File: src/rtl/rob_commit_unit.sv
// In-order retirement buffer: tracks entries from allocation through writeback
// and drives up to NUM_COMMITS registered commit beats per cycle in program order.
module rob_commit_unit #(
  parameter int ROB_DEPTH   = 16,
  parameter int NUM_COMMITS = 2,
  parameter int ARCH_ADDR_W = 5,
  parameter int REG_VAL_W   = 32,
  parameter int TAG_W       = $clog2(ROB_DEPTH)
) (
  input  logic                                     clk,
  input  logic                                     reset,
  input  logic                                     alloc_valid,
  output logic                                     alloc_ready,
  input  logic [1:0]                               alloc_type,
  input  logic [ARCH_ADDR_W-1:0]                   alloc_arch_reg,
  output logic [TAG_W-1:0]                         alloc_tag,
  input  logic                                     wb_valid,
  input  logic [TAG_W-1:0]                         wb_tag,
  input  logic [REG_VAL_W-1:0]                     wb_value,
  input  logic                                     flush,
  output logic [NUM_COMMITS-1:0]                   commit_valid,
  output logic [NUM_COMMITS-1:0][1:0]              commit_type,
  output logic [NUM_COMMITS-1:0][ARCH_ADDR_W-1:0]  commit_arch_reg_addr,
  output logic [NUM_COMMITS-1:0][REG_VAL_W-1:0]    commit_value,
  output logic [TAG_W:0]                           count
);

  localparam int         PTR_W      = TAG_W + 1;
  localparam logic [1:0] TYPE_NO_WB = 2'd2;

  logic [PTR_W-1:0]       head_r;
  logic [PTR_W-1:0]       tail_r;
  logic [ROB_DEPTH-1:0]   busy_r;
  logic [ROB_DEPTH-1:0]   done_r;
  logic [1:0]             type_r  [ROB_DEPTH];
  logic [ARCH_ADDR_W-1:0] arch_r  [ROB_DEPTH];
  logic [REG_VAL_W-1:0]   value_r [ROB_DEPTH];

  logic                   clear_s;
  logic                   full_s;
  logic                   alloc_fire_s;
  logic                   wb_hit_s;
  logic [NUM_COMMITS-1:0] retire_s;
  logic [TAG_W-1:0]       slot_idx_s [NUM_COMMITS];
  logic [PTR_W-1:0]       num_retire_s;
  logic                   chain_s;

  assign clear_s      = reset | flush;
  assign full_s       = (head_r[TAG_W-1:0] == tail_r[TAG_W-1:0]) && (head_r[TAG_W] != tail_r[TAG_W]);
  assign alloc_ready  = !full_s && !reset;
  assign alloc_fire_s = alloc_valid && alloc_ready && !flush;
  // Only busy entries accept a writeback; the entry being allocated is never busy yet.
  assign wb_hit_s     = wb_valid && busy_r[wb_tag] && !clear_s;
  assign alloc_tag    = tail_r[TAG_W-1:0];
  assign count        = tail_r - head_r;

  // Head-slot scan: a slot retires only if it and every older slot are done.
  always_comb begin
    retire_s     = '0;
    num_retire_s = '0;
    chain_s      = 1'b1;
    for (int k = 0; k < NUM_COMMITS; k++) begin
      slot_idx_s[k] = head_r[TAG_W-1:0] + TAG_W'(k);
      chain_s       = chain_s & busy_r[slot_idx_s[k]] & done_r[slot_idx_s[k]];
      retire_s[k]   = chain_s;
      num_retire_s  = num_retire_s + PTR_W'(chain_s);
    end
  end

  // Pointers and per-entry busy/done flags; later assignments take priority.
  always_ff @(posedge clk) begin
    if (clear_s) begin
      head_r <= '0;
      tail_r <= '0;
      busy_r <= '0;
      done_r <= '0;
    end else begin
      if (wb_hit_s) begin
        done_r[wb_tag] <= 1'b1;
      end
      for (int k = 0; k < NUM_COMMITS; k++) begin
        if (retire_s[k]) begin
          busy_r[slot_idx_s[k]] <= 1'b0;
          done_r[slot_idx_s[k]] <= 1'b0;
        end
      end
      if (alloc_fire_s) begin
        busy_r[tail_r[TAG_W-1:0]] <= 1'b1;
        done_r[tail_r[TAG_W-1:0]] <= 1'b0;
        tail_r                    <= tail_r + PTR_W'(1);
      end
      head_r <= head_r + num_retire_s;
    end
  end

  // Entry payload storage; validity is carried entirely by busy/done.
  always_ff @(posedge clk) begin
    if (wb_hit_s) begin
      value_r[wb_tag] <= wb_value;
    end
    if (alloc_fire_s) begin
      type_r[tail_r[TAG_W-1:0]]  <= alloc_type;
      arch_r[tail_r[TAG_W-1:0]]  <= alloc_arch_reg;
      value_r[tail_r[TAG_W-1:0]] <= '0;
    end
  end

  // Registered commit beat; non-retiring slots and no_wb values are forced to zero.
  always_ff @(posedge clk) begin
    if (clear_s) begin
      commit_valid         <= '0;
      commit_type          <= '0;
      commit_arch_reg_addr <= '0;
      commit_value         <= '0;
    end else begin
      for (int k = 0; k < NUM_COMMITS; k++) begin
        commit_valid[k]         <= retire_s[k];
        commit_type[k]          <= retire_s[k] ? type_r[slot_idx_s[k]] : 2'b00;
        commit_arch_reg_addr[k] <= retire_s[k] ? arch_r[slot_idx_s[k]] : '0;
        commit_value[k]         <= (retire_s[k] && (type_r[slot_idx_s[k]] != TYPE_NO_WB)) ?
                                   value_r[slot_idx_s[k]] : '0;
      end
    end
  end

endmodule

File: config.mk
export PLATFORM = sky130hd
export DESIGN_NAME = rob_commit_unit
export DESIGN_NICKNAME = d
export VERILOG_FILES = /design/src/rtl/rob_commit_unit.sv
export SDC_FILE = /design/constraint.sdc
export NUM_CORES = 2
export LEC_CHECK = 0
export BUFFER_PORTS_ARGS = -buffer_cell sky130_fd_sc_hd__buf_2
export CORE_UTILIZATION = 35
export CTS_CLUSTER_SIZE = 24
export DETAILED_ROUTE_END_ITERATION = 10
export SYNTH_ARGS = -nofsm -noshare
export SYNTH_HDL_FRONTEND = slang
export SYNTH_SLANG_ARGS = --single-unit
export TNS_END_PERCENT = 5
File: constraint.sdc
create_clock -name clk -period 11 [get_ports clk]
set_input_delay 2.2 -clock clk [delete_from_list [all_inputs] [get_ports clk]]
set_output_delay 2.2 -clock clk [all_outputs]
set_load 0.005 [all_outputs]
* Word-level counts from Yosys, hierarchy flattened
Memories as Yosys holds them, arrays and structs flattened. A register that Yosys moved wholly into a read port is not among the register bits.
Index checks and enable logic that the tools add are counted.
** Word-level totals
- Bits in registers :: 48
- Latch bits :: 0
- Bits in writable memories :: 624
- Memory bits (read-only) :: 0
- Input bits :: 48
- Output and inout port bits :: 90
- Logic and storage cells :: 100
- Memories kept :: 3
** Operators by class
- Add/sub/neg operators :: 5
- Multipliers :: 0
- Divide/modulo/power cells :: 0
- $lt $le $gt $ge :: 8
- Equality and inequality tests :: 4
- Shift operators :: 0
- Multiplexer cells :: 35
- Bitwise logic cells :: 18
- Reduce and logical (&&, ||, !) cells :: 20
** Memory list
- value_r :: depth 16, bits a word 32, rd ports 2, clocked after Yosys merged registers in 2, wr ports 2, line 37 : logic [REG_VAL_W-1:0] value_r [ROB_DEPTH];
- arch_r :: depth 16, bits a word 5, rd ports 2, clocked after Yosys merged registers in 2, wr ports 1, line 36 : logic [ARCH_ADDR_W-1:0] arch_r [ROB_DEPTH];
- type_r :: depth 16, bits a word 2, rd ports 2, clocked after Yosys merged registers in 1, wr ports 1, line 35 : logic [1:0] type_r [ROB_DEPTH];
** Operator list (count)
- $mux 16 :: 12
- $and 16x16->16 :: 5
- $not 16->16 :: 3
- $or 16x16->16 :: 2
- $bmux 1 s4 :: 5
- $lt 4x5->1 const B :: 4
- $demux 1 s4 :: 4
- $ge 4x1->1 const B :: 4
- $mux 1 :: 13
- $logic_and 1x1->1 :: 12
- $reduce_or 2->1 :: 4
- $add 5x1->5 const B :: 1
- $add 5x2->5 :: 1
- $sub 5x5->5 :: 1
- $add 4x1->4 const B :: 1
- $eq 4x4->1 :: 1
- $logic_not 1->1 :: 4
- $mux 4 :: 1
- $ne 2x2->1 const B :: 2
- $not 1->1 :: 4
- $and 1x1->1 :: 3
- $add 1x1->2 :: 1
- $ne 1x1->1 :: 1
- $or 1x1->1 :: 1

* Logic depth before layout (Yosys ltp)
- Depth in word-level cells :: 15
- Mapped depth :: 19
- Gate-level depth less buffers :: 12

* Worst setup path before layout
No wires, ideal clock.
- Path kind :: register to register
- Start :: register head_r[1]
- End :: register head_r[4]
- Library setup time :: 0.128 ns
- Arrival time :: 4.696 ns
- Data required time :: 10.872 ns
- Path slack :: 6.176 ns
- Stages on the path, launching flop included :: 20
- Path buffers :: 8
- Clock period less this slack :: 4.824 ns
- Path through :: dfxtp_1 > buf_4 > buf_6 > buf_2 > buf_1 > clkbuf_1 > inv_1 > ha_1 > buf_2 > buf_2 > mux4_2 > mux4_2 > clkbuf_1 > or2_2 > fa_1 > inv_1 > ha_1 > nand3_1 > xor2_1 > nor2_1
** On the way
- Longest elaborated chain between the ends :: 7
- Elaborated cells between the ends (all ways) :: 14
- Classes of those cells :: 3 x add/sub; 8 x mux; 3 x bitwise
** Ends and longest elaborated chain
- start: declaration :: line 31 : logic [PTR_W-1:0] head_r;
- start signal: assignment :: line 92 : head_r <= head_r + num_retire_s;
- $add 4x1->4 or $bmux 1 s4 (tied branches) :: line 63, 64
- $bmux 1 s4 or $mux 1 (tied branches) :: line 64 : chain_s = chain_s & busy_r[slot_idx_s[k]] & done_r[slot_idx_s[k]];
- $mux 1 (implied by the code) or $and 1x1->1 (tied branches) :: line 64
- $and 1x1->1 (2 in series) :: line 64
- $add 1x1->2 :: line 66 : num_retire_s = num_retire_s + PTR_W'(chain_s);
- $add 5x2->5 * :: line 92
Mark *: on every way between the ends. The rest lies on a longest branch, timed or not. The select of a mux whose other input is x is not followed.
A chain may end at the register's enable or synchronous reset.

* Worst setup path after layout
- Start :: register head_r[1]
- End :: register commit_value[44] in the netlist's numbering (read register of value_r)
** On the way
- Longest elaborated chain between the ends :: 8
- Elaborated cells between the ends (all ways) :: 17
- Classes of those cells :: 1 x add/sub; 1 x eq/ne; 8 x mux; 4 x bitwise; 2 x reduce/logical; 1 x memory
** Ends and longest elaborated chain
- $add 4x1->4 or $bmux 1 s4 (tied branches) :: line 63, 64
- $bmux 1 s4 or $mux 1 (tied branches) :: line 64
- $mux 1 (implied by the code) or $and 1x1->1 (tied branches) :: line 64
- $and 1x1->1 (2 in series) :: line 64
- $logic_and 1x1->1 :: line 120 : commit_value[k] <= (retire_s[k] && (type_r[slot_idx_s[k]] != TYPE_NO_WB)) ?
- $not 1->1 (no source line)
- $reduce_or 2->1 (no source line)
- end: declaration :: line 24 : output logic [NUM_COMMITS-1:0][REG_VAL_W-1:0] commit_value,
Parallel ways exist; a longest one is shown, timed or not. The select of a mux whose other input is x is not followed.

==> flow_summary.yaml <==
yosys:
  avgSynthCellArea_um2: 10.8
  synth_top_area_share_pct: 35.8
  synth-edff-count: 112
  syn_nets: 3361
  syn-cell-area_um2: 35500
  synthTopCellsByArea: "dfxtp_1 (36%), mux4_2 (25%), nand2_1 (9.7%)"
  ys_seq_area_share_pct: 45.3
  synthCells: 3296
  synth_warnings: 0
  synthArstFlopShare_pct: 0
  synth_cell_types: 59
  yosys.area.top_type: "dfxtp_1"
  synth-seq-cells: 746
  synth_top_flop_cell: "dfxtp_1"
worst_setup_path:
  arrival_ns: 5.57
  timing.rr.start: "head_r[1]"
  critical_path_class: "reg2reg"
  r2r_cells: 10
  cp.required_ns: 11.49
  critPathMaxFanout: 58
  rr_endpoint: "commit_value[44]"
  cpPeakStageDelay_ns: 0.95
  crit_chain: "inv_1, ha_4, buf_4, mux4_2, mux2i_1, mux2_2, nor2b_1, buf_4, or3_4, nor2b_4"
  slowest_stage: "buf_4"
  cp-end-kind: "flop"
  reg2reg_setup_slack_ns: 5.92
  path_common_cell: "buf_4"
  crit_path_start_kind: "flop"
cts:
  post_cts_resized: 0
  max-clock-path-buffers: 3
  cts_tree: "yes"
  clock_sinks: 746
  cts_setup_buffers: 0
  cts_made_buffers: 82
  cts_root_buf: "clkbuf_16"
  clk_latency_ns: 0.65
  postCtsHoldBufs: 0
  clk_pin_slew_ns: 0.06
  htree_levels: 3
global_route:
  grt_use_total_pct: 23.3
  antenna_found_initial: 12
  grt_pass1_vias: 25979
  grt_pass1_wl_um: 176000
  grt_max_degree: 140
  gr-total-overflow: 0
drt:
  totalWireLength_um: 121000
  antenna_left: 0
  via_per_inst: 5.73
  vias: 26895
  drtPass1Iterations: 8
  drc: 1
  routedWlPerCell_um: 25.7
  drt_iter0_markers: 3035
die:
  initial_core_util_pct: 35.4
  core.rowCount: 116
  dieArea_um2: 103000
  die_x_um: 320
  io_pins: 138
  die-height_um: 320
  core_area_um2: 100000
layout:
  nNetsFinal: 3332
  final_util_pct: 39.8
  area_delta_synth_final_pct: 12.5
  drive_above_1_share_pct: 24.6
  fin_cells: 4695
timing:
  layout_setup_ws_ns: 5.92
  rsz0062_at_grt: "false"
  maxSlewViolCount: 0
  layout_min_cycle_time_ns: 5.08
  fmax_mhz: 197
  hold_violations: 0
  slew_headroom_pct: 12.9
  setup_viol: 0
  tns_ns: 0
  skew_ns: 0.0239
  period_share_pct: 46.2
  worstMarginPinSlew_ns: 1.31
run_status:
  violations: "design-rule violations"
  status: "finished with violations"
hold_path:
  worstHoldStart: "value_r[10][9]"
  holdPathStages: 2
  worstHoldPathType: "reg2reg"
  min_to: "value_r[10][9]"
power:
  p_total_mw: 5.66
  leakage_nw: 13.6
  powerDensity_nw_per_um2: 142
  irDropWorstVdd_uv: 119
flow_run:
  max_cap_violations: 0
placement:
  placed_cells: 4540
  post-place-ws_ns: 5.82
  dpl.hpwl_um: 65300
  gp_congestion: 0.851
  numPortBuffers: 137
==> report_power, final <==
part,leakage (nW),internal [mW],switching (mW)
clock network,1.33,1.63,1.18
registers,6.11,2.77,0.00405
logic,6.19,0.0215,0.0557
total,13.6,4.42,1.24
==> cell usage after synthesis (4+ instances only) <==
cell type and count:
a21oi_1 458, nor2b_4 19, and2_1 10, a21o_1 5, xor2_1 5, buf_2 63
xnor2_1 7, and3_1 7, a31o_2 14, or2_2 18, clkbuf_1 212, buf_1 17
edfxtp_1 112, buf_6 4, mux4_2 400, o2111a_1 7, mux2_2 7, nor2_1 109
clkinv_1 7, nor2b_1 55, nor4b_1 6, ha_1 15, nand2_1 920, inv_1 15
nand3_1 25, mux2i_1 78, a31oi_1 10, nor3_1 6, dfxtp_1 634, buf_4 8
==> layout make-up <==
| type | count | area [um2] |
|---|---|---|
| multi-input combinational | 2219 | 18200 |
| tap | 1357 | 1700 |
| timing repair buffer | 194 | 1130 |
| antenna | 7 | 17.5 |
| fill | 9543 | 60400 |
| clock buffer | 116 | 2340 |
| clock inverter | 32 | 358 |
| sequential | 746 | 16100 |
| inverter | 24 | 92.6 |
==> through the flow <==
stage	hold WS, ns	cell area [um2]
after floorplan	0.443	35500
after detailed placement	0.456	37200
after global routing	0.476	39900
final	0.464	39900
after global placement	0.449	37200
after CTS	0.464	39900
==> routing by layer <==
| layer | GRT usage, % | up-vias | part of all wire (%) |
|---|---|---|---|
| met4 | 10.6 | 10 | 4.6 |
| met1 | 30.0 | 13356 | 39 |
| met5 | 0 | - | 0.062 |
| met2 | 37.6 | 1473 | 47 |
| met3 | 4.89 | 348 | 9.8 |
| li1 | - | 11708 | - |
==> state kept, by name, indices dropped and copies added, names as in the netlist <==
signal,cells
value_r,512
commit_valid,2
done_r,16
type_r,32
head_r,5
commit_arch_reg_addr,10
commit_type,4
arch_r,80
tail_r,5
busy_r,16
commit_value,64
==> placed cells by master, fill, tap and decap left out, types with 19 or more instances in the layout <==
cell and n:
nor2_1 89, nand2_1 920, clkbuf_16 85, clkbuf_1 21, buf_2 137, nor2_4 20
a21oi_1 458, nor2b_1 55, mux4_2 400, edfxtp_1 112, buf_4 56, nand3_1 25
nor2b_4 19, mux2i_1 78, dfxtp_1 631
==> how the worst max path moves through the flow <==
stage | to | start | depth (start not counted) | slack, ns
2_1_floorplan | head_r[4] | head_r[1] | 19 | 6.18
3_3_place_gp | done_r[11] | reset | 7 | 5.86
3_5_place_dp | done_r[11] | reset | 7 | 5.82
4_1_cts | commit_value[36] | head_r[1] | 10 | 5.90
5_1_grt | commit_value[33] | head_r[1] | 10 | 5.71
6_report | commit_value[44] | head_r[1] | 10 | 5.92
==> logic make-up after synthesis <==
kind of cell | synth area share (%)
compound gates | 7.61
xor+xnor | 0.420
fa+ha+maj | 0.642
buf+inv | 3.99
flops | 45.3
mux | 27.9
simple gates | 14.2
==> worst max-delay path: cells and delay by family, from the launching register on <==
family,cells,cell delay (ns)
buffers and inverters,3,1.38
muxes,3,0.96
and+or+nand+nor,3,0.94
adders and majority gates,1,0.90
DFF,1,0.64
Note: power is estimated with default switching activity, not from simulation.
